<file path="src/rtl/lcd_pkg.sv">
// Shared HD44780 definitions: opcode masks, DDRAM address map and the 2x16 character array type.
package lcd_pkg;

  localparam logic [7:0] INSTR_CLEAR     = 8'h01;
  localparam logic [7:0] INSTR_HOME      = 8'h02;
  localparam logic [7:0] INSTR_ENTRY     = 8'h04;
  localparam logic [7:0] INSTR_DISPLAY   = 8'h08;
  localparam logic [7:0] INSTR_SHIFT     = 8'h10;
  localparam logic [7:0] INSTR_FUNCTION  = 8'h20;
  localparam logic [7:0] INSTR_SET_CGRAM = 8'h40;
  localparam logic [7:0] INSTR_SET_DDRAM = 8'h80;

  localparam logic [7:0] BLANK_CHAR  = 8'h20;
  localparam logic [6:0] ROW0_BASE   = 7'h00;
  localparam logic [6:0] ROW1_BASE   = 7'h40;
  localparam logic [6:0] LINE_END    = 7'h27;
  localparam logic [6:0] LINE1_END   = ROW1_BASE | LINE_END;
  localparam int         ROW_VISIBLE = 16;
  localparam int         NUM_ROWS    = 2;

  typedef logic [7:0] char_array_t [NUM_ROWS-1:0][ROW_VISIBLE-1:0];

  typedef enum logic {
    SWEEP_IDLE,
    SWEEP_CLEAR
  } sweep_state_t;

  function automatic logic has_bit(input logic [7:0] d, input logic [7:0] mask);
    return |(d & mask);
  endfunction

  // Visible cells are 0x00-0x0F and 0x40-0x4F: bits 5:4 clear in both ranges.
  function automatic logic addr_visible(input logic [6:0] a);
    return a[5:4] == 2'b00;
  endfunction

  function automatic int max_int(input int a, input int b);
    return (a > b) ? a : b;
  endfunction

endpackage

</file>
<file path="src/rtl/lcd_addr_step.sv">
// Next DDRAM address for the 2-line map, wrapping 0x27<->0x40 and 0x67<->0x00.
module lcd_addr_step
  import lcd_pkg::*;
(
  input  logic [6:0] addr,
  input  logic       increment,
  output logic [6:0] next_addr
);

  always_comb begin
    next_addr = increment ? (addr + 7'd1) : (addr - 7'd1);
    if (increment) begin
      if (addr == LINE_END)
        next_addr = ROW1_BASE;
      else if (addr == LINE1_END)
        next_addr = ROW0_BASE;
    end else begin
      if (addr == ROW1_BASE)
        next_addr = LINE_END;
      else if (addr == ROW0_BASE)
        next_addr = LINE1_END;
    end
  end

endmodule

</file>
<file path="src/rtl/lcd_hd44780_responder.sv">
// HD44780 8-bit bus responder keeping a 2x16 character buffer and display-control state.
// Optional macro LCD_RESP_BUSY_TIMING_EN adds instruction/data busy timing.
module lcd_hd44780_responder
  import lcd_pkg::*;
#(
  parameter int EXEC_CYCLES  = 2000,
  parameter int CLEAR_CYCLES = 82000
) (
  input  logic       CLOCK_50,
  input  logic       Reset,
  input  logic       LCD_EN,
  input  logic       LCD_RS,
  input  logic [7:0] LCD_DATA,
  output logic [7:0] characters [1:0][15:0],
  output logic [6:0] addr,
  output logic       display_on,
  output logic       cursor_on,
  output logic       blink_on,
  output logic       busy,
  output logic       overrun,
  output logic       wr_strobe
);

  logic         en_q_reg;
  logic         rs_q_reg;
  logic [7:0]   data_q_reg;
  logic         en_fall;
  logic         accept;

  logic [6:0]   addr_reg, addr_next;
  logic         id_reg, id_next;
  logic         display_on_reg, display_on_next;
  logic         cursor_on_reg, cursor_on_next;
  logic         blink_on_reg, blink_on_next;
  logic         cgram_reg, cgram_next;
  logic         overrun_reg;
  logic         wr_strobe_reg;
  logic         data_wr;

  sweep_state_t state_reg, state_next;
  logic [4:0]   idx_reg, idx_next;
  logic         sweep_wr;
  logic         sweeping;
  logic         is_clear;

  char_array_t  chars_reg;

  logic         step_dir;
  logic [6:0]   step_addr;

  // Bus capture: data is held from the last cycle EN was high.
  always_ff @(posedge CLOCK_50) begin
    en_q_reg <= LCD_EN;
    if (LCD_EN) begin
      rs_q_reg   <= LCD_RS;
      data_q_reg <= LCD_DATA;
    end
  end

  assign en_fall  = en_q_reg & ~LCD_EN;
  assign accept   = en_fall & ~busy;
  assign is_clear = accept & ~rs_q_reg & (data_q_reg == INSTR_CLEAR);

  // Data writes follow I/D; cursor shift uses the R/L bit of the instruction.
  assign step_dir = rs_q_reg ? id_reg : data_q_reg[2];

  lcd_addr_step u_addr_step (
    .addr      (addr_reg),
    .increment (step_dir),
    .next_addr (step_addr)
  );

  // Clear sweep: one cell per cycle, row 0 then row 1.
  always_ff @(posedge CLOCK_50) begin
    if (Reset) begin
      state_reg <= SWEEP_IDLE;
      idx_reg   <= 5'd0;
    end else begin
      state_reg <= state_next;
      idx_reg   <= idx_next;
    end
  end

  always_comb begin
    state_next = state_reg;
    idx_next   = idx_reg;
    sweep_wr   = 1'b0;
    case (state_reg)
      SWEEP_IDLE: begin
        if (is_clear) begin
          state_next = SWEEP_CLEAR;
          idx_next   = 5'd0;
        end
      end
      SWEEP_CLEAR: begin
        sweep_wr = 1'b1;
        if (idx_reg == 5'd31)
          state_next = SWEEP_IDLE;
        else
          idx_next = idx_reg + 5'd1;
      end
      default: state_next = SWEEP_IDLE;
    endcase
  end

  assign sweeping = (state_reg == SWEEP_CLEAR);

  // Transaction decode; for instructions the highest set bit selects the command.
  always_comb begin
    addr_next       = addr_reg;
    id_next         = id_reg;
    display_on_next = display_on_reg;
    cursor_on_next  = cursor_on_reg;
    blink_on_next   = blink_on_reg;
    cgram_next      = cgram_reg;
    data_wr         = 1'b0;
    if (accept) begin
      if (rs_q_reg) begin
        if (!cgram_reg) begin
          data_wr   = addr_visible(addr_reg);
          addr_next = step_addr;
        end
      end else if (has_bit(data_q_reg, INSTR_SET_DDRAM)) begin
        addr_next  = data_q_reg[6:0];
        cgram_next = 1'b0;
      end else if (has_bit(data_q_reg, INSTR_SET_CGRAM)) begin
        cgram_next = 1'b1;
      end else if (has_bit(data_q_reg, INSTR_FUNCTION)) begin
        // Only 8-bit, 2-line operation exists; nothing to record.
        addr_next = addr_reg;
      end else if (has_bit(data_q_reg, INSTR_SHIFT)) begin
        if (!data_q_reg[3])
          addr_next = step_addr;
      end else if (has_bit(data_q_reg, INSTR_DISPLAY)) begin
        display_on_next = data_q_reg[2];
        cursor_on_next  = data_q_reg[1];
        blink_on_next   = data_q_reg[0];
      end else if (has_bit(data_q_reg, INSTR_ENTRY)) begin
        id_next = data_q_reg[1];
      end else if (has_bit(data_q_reg, INSTR_HOME)) begin
        addr_next = ROW0_BASE;
      end else if (has_bit(data_q_reg, INSTR_CLEAR)) begin
        addr_next = ROW0_BASE;
        id_next   = 1'b1;
      end
    end
  end

  always_ff @(posedge CLOCK_50) begin
    if (Reset) begin
      addr_reg       <= ROW0_BASE;
      id_reg         <= 1'b1;
      display_on_reg <= 1'b0;
      cursor_on_reg  <= 1'b0;
      blink_on_reg   <= 1'b0;
      cgram_reg      <= 1'b0;
      overrun_reg    <= 1'b0;
      wr_strobe_reg  <= 1'b0;
    end else begin
      addr_reg       <= addr_next;
      id_reg         <= id_next;
      display_on_reg <= display_on_next;
      cursor_on_reg  <= cursor_on_next;
      blink_on_reg   <= blink_on_next;
      cgram_reg      <= cgram_next;
      wr_strobe_reg  <= accept;
      if (en_fall && busy)
        overrun_reg <= 1'b1;
    end
  end

  // Sweep and data writes never coincide: data is refused while sweeping.
  always_ff @(posedge CLOCK_50) begin
    if (Reset) begin
      for (int r = 0; r < NUM_ROWS; r++)
        for (int c = 0; c < ROW_VISIBLE; c++)
          chars_reg[r][c] <= BLANK_CHAR;
    end else if (sweep_wr) begin
      chars_reg[idx_reg[4]][idx_reg[3:0]] <= BLANK_CHAR;
    end else if (data_wr) begin
      chars_reg[addr_reg[6]][addr_reg[3:0]] <= data_q_reg;
    end
  end

`ifdef LCD_RESP_BUSY_TIMING_EN
  localparam int BUSY_MAX = max_int(EXEC_CYCLES, CLEAR_CYCLES);
  localparam int BUSY_W   = $clog2(BUSY_MAX + 1);

  logic [BUSY_W-1:0] busy_cnt_reg;
  logic              long_instr;

  assign long_instr = ~rs_q_reg & (data_q_reg[7:2] == 6'd0) & (data_q_reg[1:0] != 2'd0);

  always_ff @(posedge CLOCK_50) begin
    if (Reset)
      busy_cnt_reg <= '0;
    else if (accept)
      busy_cnt_reg <= long_instr ? BUSY_W'(CLEAR_CYCLES) : BUSY_W'(EXEC_CYCLES);
    else if (busy_cnt_reg != '0)
      busy_cnt_reg <= busy_cnt_reg - BUSY_W'(1);
  end

  // A clear stays busy until both the counter and the sweep are done.
  assign busy = sweeping | (busy_cnt_reg != '0);
`else
  logic unused_timing_params;
  assign unused_timing_params = ^{EXEC_CYCLES, CLEAR_CYCLES};
  assign busy = sweeping;
`endif

  assign characters = chars_reg;
  assign addr       = addr_reg;
  assign display_on = display_on_reg;
  assign cursor_on  = cursor_on_reg;
  assign blink_on   = blink_on_reg;
  assign overrun    = overrun_reg;
  assign wr_strobe  = wr_strobe_reg;

endmodule

</file>
<file path="config.mk">
export PLATFORM = sky130hd
export DESIGN_NAME = lcd_hd44780_responder
export DESIGN_NICKNAME = d
export VERILOG_FILES = /design/src/rtl/lcd_pkg.sv /design/src/rtl/lcd_addr_step.sv /design/src/rtl/lcd_hd44780_responder.sv
export SDC_FILE = /design/constraint.sdc
export NUM_CORES = 1
export LEC_CHECK = 0
export ABC_AREA = 1
export CAP_MARGIN = 0
export CORE_MARGIN = 3
export CORE_UTILIZATION = 50
export DETAILED_ROUTE_END_ITERATION = 8
export GPL_TIMING_DRIVEN = 1
export PLACE_DENSITY_LB_ADDON = 0.12
export SYNTH_ARGS = -nofsm -noshare
export SYNTH_HDL_FRONTEND = slang
export SYNTH_SLANG_ARGS = --single-unit
</file>
<file path="constraint.sdc">
create_clock -name CLOCK_50 -period 3.1 [get_ports CLOCK_50]
set_clock_uncertainty 0.15 [all_clocks]
set_input_delay 0.93 -clock CLOCK_50 [delete_from_list [all_inputs] [get_ports CLOCK_50]]
set_output_delay 0.93 -clock CLOCK_50 [all_outputs]
set_load 0.02 [all_outputs]
</file>
==> flow_summary.yaml <==
run_status:
  outcome: "finished clean"
grt:
  grt_max_degree: 230
  antenna_found_initial: 0
  grt_overflow_total: 0
  grt_pass1_wl_um: 58000
  grtUsageTotal_pct: 29.2
  grt_pass1_vias: 10795
pwr:
  powerDensity_mw_per_mm2: 503
  power_mw: 7.91
  vdd_drop_max_uv: 448
  leakage_nw: 5.66
critical_path:
  crit_slowest_cell: "clkdlybuf4s50_1"
  critPathLaunchType: "register"
  crit_type: "reg -> out"
  worstPathRequired_ns: 2.02
  cp_num_buf_inv: 1
  max_stage_delay_ns: 0.68
  path_max_fanout: 8
  critical_path.top_delay_family: "buffers and inverters"
  crit_path_end_kind: "primary output"
  arrival_ns: 1.76
  r2r_slack_ns: 0.43
  path_cells: "clkdlybuf4s50_1"
die:
  io_pins: 281
  die_height_um: 158
  fp.dieW_um: 158
  rows: 55
  die-area_mm2: 0.0250
  start_util_pct: 51.0
  core-area_mm2: 0.0227
detailed_routing:
  drc_errors: 0
  via_count: 11348
  drt_pass1_iterations: 5
  vias_per_cell: 5.40
  drtIter0Drc: 789
  wl_per_cell_um: 17.9
  drt-total-wl_um: 37600
  ant_nets: 0
sta:
  setup_viol: 0
  timing.hold.ws_ns: 0.307
  slew_viol_final: 0
  worst_pin_slew_ns: 1.07
  hold_viol_final: 0
  finalSetupTns_ns: 0
  slew_headroom_pct: 29.0
  finalCriticalPeriod_ns: 2.84
  setup_slack_ns: 0.262
  fmax_mhz: 352
  rsz0062_at_grt: "false"
  post-route-period-util_pct: 91.5
layout:
  drive_above_1_share_pct: 9.41
  final_util_pct: 69.3
  n_antenna_cell: 0
  regArea_mm2: 0.00582
  instances_no_fill: 2103
  fin_area_mm2: 0.0157
  largest_reg_flops: 256
  fillCellCount: 1904
  area_delta_synth_final_pct: 35.9
  multiInputGateArea_mm2: 0.00508
  nets: 1823
yosys:
  synth_nets: 1542
  ys.flop_type: "dfxtp_1"
  async_flop_share_pct: 0
  syn_area_per_cell_um2: 7.64
  yosys_warnings: 0
  ys_ff_latch: 286
  synth_seq_area_share_pct: 50.2
  synth_cell_types: 39
  syn-instance-count: 1517
  synthesis.area_mm2: 0.0116
  synth_edf_count: 9
cts:
  cts.clk_slew.worst_paths_ns: 0.06
  cts_buffers: 29
  clock_latency_ns: 0.53
  clk_path_buf_depth: 3
  cts.sinks: 286
  hold_buffers: 0
  htree_levels: 1
  cts_setup_buffers: 0
  cts_tree: "done"
  cts_resized: 0
  clockRootBuffer: "clkbuf_16"
place:
  io_buffers: 280
  pre_cts_slack_ns: -0.0232
  place.gp.congestion: 0.960
  detailed_place_hpwl_um: 26000
  dp.cells: 2052
  place_area_mm2: 0.0148
run:
  max-cap-violations: 0
worst_hold_path:
  min_path_type: "reg -> reg"
[logic make-up (layout without fill, tap and decap cells)]
group                      count (synthesis)  in the layout  synth area share [%]
and+or+nand+nor                          744            744                  27.7
AOI/OAI and AO/OA                        309            309                  14.5
DFF                                      286            286                  50.2
buffers and inverters                    163            464                  5.91
adders and majority gates                 13             13                  1.47
xor gates and xnor gates                   2              2                 0.151
[placed cells by master, fill, tap and decap left out, types with 3 or more instances in the layout]
cell type	count
bufinv_16	4
a31oi_2	12
nor2_4	18
o22ai_1	19
nor3_1	8
nand3_2	10
ha_1	12
inv_4	3
clkbuf_16	29
nand2_1	606
nand3_1	39
clkdlybuf4s50_1	279
nand2_4	3
o21ai_0	19
dfxtp_1	276
a21oi_1	247
o21ai_1	3
inv_2	13
edfxtp_1	9
clkbuf_1	8
nor2_2	13
clkbuf_8	7
nor4_4	4
buf_4	40
inv_1	73
nand2_2	3
nor2_1	37
[routing by layer]
layer | track usage, % | part of all wire, %
met5 | 0 | 0
met1 | 38.6 | 42
met2 | 47.6 | 47
met3 | 5.49 | 8.4
met4 | 10.9 | 3.4
[power by group]
part	leakage, nW	internal [mW]	switching [mW]
Combinational	2.85	0.134	0.387
Clock	0.486	2.21	1.41
Sequential	2.32	3.72	0.0448
[path summary, 6_finish.rpt]
| check | to | cells after the start | from |
|---|---|---|---|
| worst max-delay path | addr[3] | 1 | addr[3] |
| worst min-delay path | overrun | 2 | overrun |
| worst max register to register | addr[6] | 16 | rs_q_reg |
| worst min register to register | overrun | 2 | overrun |
[area by class of cell]
class,instances,share of cell area (%)
sequential,286,36.9
multi-input combinational,1068,32.3
timing repair buffer,322,20.0
clock buffer,44,5.41
tap,285,2.26
inverter,91,2.23
clock inverter,7,0.890
[cell usage after synthesis, types with 3 or more instances]
cell type | count | share of area [%]
ha_1 | 12 | 1.3
buf_2 | 23 | 0.99
inv_2 | 13 | 0.42
nand2_4 | 3 | 0.29
clkbuf_1 | 44 | 1.4
inv_1 | 73 | 2.4
nor2_1 | 37 | 1.2
nor3_1 | 8 | 0.35
nor4_4 | 4 | 0.73
o21ai_1 | 3 | 0.13
nand2_2 | 3 | 0.16
edfxtp_1 | 9 | 2.3
nand2_1 | 606 | 20
dfxtp_1 | 277 | 48
o21ai_0 | 19 | 0.82
nor2_4 | 18 | 1.7
a21oi_1 | 247 | 11
nand3_1 | 39 | 1.7
nor2_2 | 13 | 0.70
o22ai_1 | 19 | 1.0
buf_4 | 3 | 0.19
nand3_2 | 10 | 0.86
a31oi_2 | 12 | 1.3
[worst reg2reg max path: stages (launching register included)]
cell and delay [ns]:
edfxtp_1 0.50, inv_1 0.19, nand2_1 0.09, nand2_1 0.22
inv_1 0.21, ha_1 0.39, nand2_1 0.09, nand2_1 0.08
nand2_1 0.07, nand3_1 0.08, nand2_1 0.06, nand2_1 0.07
nand2_1 0.06, nand2_1 0.04, nand2_1 0.08, nand2_1 0.05
a21oi_1 0.17
(Power assumes the default switching activity.)
